[src/rtl/irq_ctrl_pkg.sv]
// irq_ctrl_pkg: shared constants and helpers for the interrupt controller.
//   - Register word offsets (addr[4:2]) for PENDING, ENABLE, EDGE, RAW, POLARITY.
//   - MAX_NSRC: upper bound on the number of interrupt sources.
//   - lane_mask(): expands the 4-bit byte strobe into a 32-bit bit mask.
package irq_ctrl_pkg;

  localparam int MAX_NSRC = 16;

  localparam logic [2:0] OFF_PENDING  = 3'd0;  // 0x00
  localparam logic [2:0] OFF_ENABLE   = 3'd1;  // 0x04
  localparam logic [2:0] OFF_EDGE     = 3'd2;  // 0x08
  localparam logic [2:0] OFF_RAW      = 3'd3;  // 0x0C
  localparam logic [2:0] OFF_POLARITY = 3'd4;  // 0x10

  function automatic logic [31:0] lane_mask(input logic [3:0] strb);
    return {{8{strb[3]}}, {8{strb[2]}}, {8{strb[1]}}, {8{strb[0]}}};
  endfunction

endpackage

[src/rtl/irq_sync.sv]
// irq_sync: single-bit multi-flop synchronizer for an asynchronous pad input.
//   clk, resetn : clock, async active-low reset (flops clear to 0)
//   d           : asynchronous input
//   q           : synchronized output (last flop of the chain)
module irq_sync #(
  parameter int STAGES = 2
) (
  input  logic clk,
  input  logic resetn,
  input  logic d,
  output logic q
);

  logic [STAGES-1:0] ff_r;

  // Shift the async input through the synchronizer chain.
  always_ff @(posedge clk or negedge resetn) begin
    if (!resetn) begin
      ff_r <= {STAGES{1'b0}};
    end else begin
      ff_r <= {ff_r[STAGES-2:0], d};
    end
  end

  assign q = ff_r[STAGES-1];

endmodule

[src/rtl/irq_ctrl.sv]
// irq_ctrl: memory-mapped interrupt controller with per-source edge/level mode.
//   clk, resetn   : clock, async active-low reset
//   valid/ready   : one-cycle bus handshake; ready pulses once per request
//   wstrb         : byte strobes, all zero = read
//   addr[4:2]     : register select (PENDING, ENABLE, EDGE, RAW, POLARITY)
//   wdata / rdata : write data / registered read data (0 when ready=0)
//   src           : asynchronous interrupt sources
//   irq           : irq[IRQ_BASE+i] = registered pending[i] & enable[i]
// Optional feature: define IRQ_CTRL_POLARITY_EN to add the POLARITY register
// at 0x10 (1 = source is active-low). Without it 0x10 reads 0.
module irq_ctrl
  import irq_ctrl_pkg::*;
#(
  parameter int NSRC        = 8,
  parameter int IRQ_BASE    = 3,
  parameter int SYNC_STAGES = 2
) (
  input  logic             clk,
  input  logic             resetn,
  input  logic             valid,
  output logic             ready,
  input  logic [3:0]       wstrb,
  input  logic [31:0]      addr,
  input  logic [31:0]      wdata,
  output logic [31:0]      rdata,
  input  logic [NSRC-1:0]  src,
  output logic [31:0]      irq
);

  localparam logic [NSRC-1:0] ZERO_N = {NSRC{1'b0}};

  logic [NSRC-1:0] sync_s, act_s, pol_cur_s, pol_nxt_s;
  logic [NSRC-1:0] hist_r, pending_r, enable_r, edge_r;
  logic [NSRC-1:0] pending_nxt_s, enable_nxt_s, edge_nxt_s;
  logic [NSRC-1:0] w1c_s, rise_s, mode_chg_s, wmask_s, wdat_s;
  logic [31:0]     mask32_s, rd_mux_s, irq_nxt_s, rdata_r, irq_r;
  logic [2:0]      reg_sel_s;
  logic            accept_s, wr_s, ready_r;

  for (genvar i = 0; i < NSRC; i++) begin : g_sync
    irq_sync #(.STAGES(SYNC_STAGES)) u_sync (
      .clk    (clk),
      .resetn (resetn),
      .d      (src[i]),
      .q      (sync_s[i])
    );
  end

  // Bus decode: a request is taken only when no completion is in flight.
  always_comb begin
    accept_s  = valid & ~ready_r;
    wr_s      = accept_s & (wstrb != 4'd0);
    reg_sel_s = addr[4:2];
    mask32_s  = lane_mask(wstrb);
    wmask_s   = mask32_s[NSRC-1:0];
    wdat_s    = wdata[NSRC-1:0];
  end

`ifdef IRQ_CTRL_POLARITY_EN
  logic [NSRC-1:0] pol_r;

  // Next POLARITY value from a byte-gated write.
  always_comb begin
    if (wr_s && (reg_sel_s == OFF_POLARITY)) begin
      pol_nxt_s = (pol_r & ~wmask_s) | (wdat_s & wmask_s);
    end else begin
      pol_nxt_s = pol_r;
    end
  end

  // POLARITY register.
  always_ff @(posedge clk or negedge resetn) begin
    if (!resetn) begin
      pol_r <= ZERO_N;
    end else begin
      pol_r <= pol_nxt_s;
    end
  end

  assign pol_cur_s = pol_r;
`else
  assign pol_cur_s = ZERO_N;
  assign pol_nxt_s = ZERO_N;
`endif

  // Register write decode and pending next-state.
  always_comb begin
    if (wr_s && (reg_sel_s == OFF_PENDING)) begin
      w1c_s = wdat_s & wmask_s;
    end else begin
      w1c_s = ZERO_N;
    end
    if (wr_s && (reg_sel_s == OFF_ENABLE)) begin
      enable_nxt_s = (enable_r & ~wmask_s) | (wdat_s & wmask_s);
    end else begin
      enable_nxt_s = enable_r;
    end
    if (wr_s && (reg_sel_s == OFF_EDGE)) begin
      edge_nxt_s = (edge_r & ~wmask_s) | (wdat_s & wmask_s);
    end else begin
      edge_nxt_s = edge_r;
    end
    act_s      = sync_s ^ pol_cur_s;
    rise_s     = act_s & ~hist_r;
    // A mode or polarity change restarts the bit from a clean state.
    mode_chg_s = (edge_nxt_s ^ edge_r) | (pol_nxt_s ^ pol_cur_s);
    // Edge bits: set beats W1C. Level bits: follow the active source.
    pending_nxt_s = ((edge_r & (rise_s | (pending_r & ~w1c_s))) |
                     (~edge_r & act_s)) & ~mode_chg_s;
  end

  // Read mux; unimplemented bits and offsets read as zero.
  always_comb begin
    rd_mux_s = 32'd0;
    case (reg_sel_s)
      OFF_PENDING:  rd_mux_s[NSRC-1:0] = pending_r;
      OFF_ENABLE:   rd_mux_s[NSRC-1:0] = enable_r;
      OFF_EDGE:     rd_mux_s[NSRC-1:0] = edge_r;
      OFF_RAW:      rd_mux_s[NSRC-1:0] = sync_s;
`ifdef IRQ_CTRL_POLARITY_EN
      OFF_POLARITY: rd_mux_s[NSRC-1:0] = pol_r;
`endif
      default:      rd_mux_s = 32'd0;
    endcase
  end

  // Place the enabled pending bits at IRQ_BASE in the CPU vector.
  always_comb begin
    irq_nxt_s = 32'd0;
    irq_nxt_s[IRQ_BASE +: NSRC] = pending_r & enable_r;
  end

  // Register state, bus completion and outputs.
  always_ff @(posedge clk or negedge resetn) begin
    if (!resetn) begin
      hist_r    <= ZERO_N;
      pending_r <= ZERO_N;
      enable_r  <= ZERO_N;
      edge_r    <= ZERO_N;
      ready_r   <= 1'b0;
      rdata_r   <= 32'd0;
      irq_r     <= 32'd0;
    end else begin
      // History reloads with the post-write polarity so no false edge appears.
      hist_r    <= sync_s ^ pol_nxt_s;
      pending_r <= pending_nxt_s;
      enable_r  <= enable_nxt_s;
      edge_r    <= edge_nxt_s;
      ready_r   <= accept_s;
      if (accept_s) begin
        rdata_r <= rd_mux_s;
      end else begin
        rdata_r <= 32'd0;
      end
      irq_r     <= irq_nxt_s;
    end
  end

  assign ready = ready_r;
  assign rdata = rdata_r;
  assign irq   = irq_r;

  logic unused_s;
  assign unused_s = ^{addr[31:5], addr[1:0], wdata[31:NSRC], mask32_s[31:NSRC]};

endmodule

[config.mk]
export PLATFORM = sky130hd
export DESIGN_NAME = irq_ctrl
export DESIGN_NICKNAME = d
export VERILOG_FILES = /design/src/rtl/irq_ctrl_pkg.sv /design/src/rtl/irq_sync.sv /design/src/rtl/irq_ctrl.sv
export SDC_FILE = /design/constraint.sdc
export NUM_CORES = 1
export LEC_CHECK = 0
export ABC_AREA = 1
export BUFFER_PORTS_ARGS = -buffer_cell sky130_fd_sc_hd__buf_2
export CAP_MARGIN = 0
export CORE_MARGIN = 2
export CORE_UTILIZATION = 42
export DETAILED_ROUTE_END_ITERATION = 6
export GPL_TIMING_DRIVEN = 0
export PLACE_DENSITY = 0.74
export SLEW_MARGIN = 20
export SYNTH_ARGS = -nofsm -noshare
export SYNTH_HDL_FRONTEND = slang
export SYNTH_SLANG_ARGS = --single-unit
[constraint.sdc]
create_clock -name clk -period 3.54 [get_ports clk]
set_clock_uncertainty 0.15 [all_clocks]
set_input_delay 0.708 -clock clk [delete_from_list [all_inputs] [get_ports clk]]
set_output_delay 0.708 -clock clk [all_outputs]
set_load 0.01 [all_outputs]
==> flow_summary.json <==
{
  "synth-seq-cells": 65,
  "p_per_area_nw_per_um2": 518,
  "syn_inst": 313,
  "end_kind": "flop",
  "drv_slew": 0,
  "grt_pass1_vias": 2094,
  "final_common_cell": "dfrtp_1",
  "worstPathArrival_ns": 1.85,
  "cts_max_level": 3,
  "drt_wl_total_mm": 5.75,
  "cp-start-kind": "input pin",
  "cts_buffers": 9,
  "cts-resized-gates": 0,
  "synth.avg_cell_area_sq_um": 9.45,
  "grt_util_all_layers": 0.163,
  "clockBufferDepth": 2,
  "num_vias": 2192,
  "wl_per_cell_um": 11.3,
  "grt_remaining_overflow": 0,
  "grt_setup_unrepaired": "no",
  "num_rows": 30,
  "criticalPathCategory": "input pin to flop",
  "r2r_cells": 7,
  "finalSetupViolCount": 0,
  "core_region_area_sq_um": 6790,
  "fp.dieH_um": 87.9,
  "min_path_type": "input pin to asynchronous set/reset pin",
  "dieArea_sq_um": 7730,
  "ant_nets": 0,
  "io_pins": 144,
  "setup_ws_ns": 1.76,
  "maxCapViolCount": 0,
  "final_cell_count_no_fill": 511,
  "cts_root_buffer": "clkbuf_8",
  "cts_tree": "yes",
  "timing.final.crit_share": 0.501,
  "fp.dieW_um": 87.9,
  "vias_per_cell": 4.29,
  "nets": 490,
  "drive_gt1_frac": 0.296,
  "antenna_found_initial": 0,
  "start_util": 0.435,
  "area_delta_synth_final_pct": 24.5,
  "post-route-min-period_ns": 1.78,
  "yosysSeqAreaShare": 0.550,
  "antenna_cells": 0,
  "cts_post_setup_buffers_inserted": 0,
  "grt_pass1_wl_mm": 9.52,
  "worstPathMaxFanout": 10,
  "preCtsSetupSlack_ns": 1.44,
  "r2r_start": "ready",
  "fmax_ghz": 0.563,
  "cts.sinks": 65,
  "final_cell_mix": "dfrtp_1, nand2_1, buf_4",
  "whs_ns": 0.102,
  "ir_drop_v": 0.000203,
  "grt_max_degree": 43,
  "synth_warnings": 0,
  "status": "complete, no violations",
  "gp_congestion": 0.831,
  "hold_buffers": 0,
  "syn_area_sq_um": 2960,
  "insertion_delay_ns": 0.34,
  "fillCellCount": 629,
  "hold_viol_final": 0,
  "drc": 0,
  "port_buffers": 39,
  "final_util": 0.542,
  "hpwlAfterDp_mm": 4.00,
  "place_inst": 496,
  "synth_cell_types": 22,
  "reg2reg_slack_ns": 1.89,
  "p_leak_nw": 2.08,
  "clk_pin_slew_ns": 0.07,
  "tns_ns": 0,
  "first_iter_violations": 174,
  "dr.pass1.iters": 4,
  "critPathRequiredTime_ns": 3.61
}
-- per-layer routing --
layer | vias up | GRT usage | share of wire
li1 | 1086 | - | -
met1 | 1007 | 0.204 | 0.40
met2 | 90 | 0.259 | 0.49
met3 | 9 | 0.0490 | 0.098
met4 | 0 | 0.0797 | 0.017
met5 | - | 0 | 0
-- worst max-delay path, cell delays in order --
cell,delay [ns]
buf_2,0.14
nor2_4,0.30
nand2_1,0.15
nor2_4,0.25
a21oi_1,0.12
nor2_1,0.12
nor2_1,0.05
-- final cells by class --
type / count / area (sq um) / share of cell area
tap: 96 / 120 / 0.0326
buffer: 51 / 388 / 0.105
clock inverter: 3 / 65.1 / 0.0177
sequential: 65 / 1630 / 0.442
inverter: 37 / 146 / 0.0398
multi-input combinational: 207 / 973 / 0.264
timing repair buffer: 40 / 218 / 0.0591
clock buffer: 12 / 145 / 0.0394
-- per-stage QoR --
stage / area [sq um] / total power [W]
global route: 3680 / 0.00201
CTS: 3680 / 0.00192
floorplan: 3130 / 0.00113
detailed placement: 3470 / 0.00124
finish: 3680 / 0.00191
global placement: 3450 / 0.00122
-- logic make-up (layout without fill, tap and decap cells) --
kind of cell,after synthesis,after routing,synth area share
AOI/OAI and AO/OA,43,43,0.0863
other,1,48,0.00127
DFF,65,65,0.550
buffers and inverters,88,143,0.181
and+or+nand+nor,116,116,0.182
-- how the worst max path moves through the flow --
stage / from / to / slack, ns / cells past startpoint
finish: addr[3] / pending_r[1] / 1.76 / 7
global route: addr[3] / pending_r[2] / 1.69 / 9
CTS: addr[3] / pending_r[2] / 1.79 / 9
detailed placement: addr[3] / pending_r[2] / 1.44 / 9
global placement: resetn / g_sync[2].u_sync.ff_r[0] / 1.38 / 1
floorplan: addr[3] / flop / 1.87 / 7
-- synthesized netlist by cell type, drive strengths merged --
cell | count | area (sq um)
conb | 1 | 3.75
o21ai | 20 | 130
dfrtp | 65 | 1630
nand2 | 59 | 234
nor2 | 34 | 159
buf | 51 | 388
o22ai | 8 | 50.1
nand3 | 23 | 145
a21oi | 15 | 75.1
inv | 37 | 146
-- where the power goes --
group	internal, W	leakage [nW]	switching (W)
sequential	0.000846	0.793	0.0000723
combinational	0.000130	1.18	0.000179
clock	0.000411	0.106	0.000267
total	0.00139	2.08	0.000518
No activity file was read; power rests on OpenSTA's default activity.
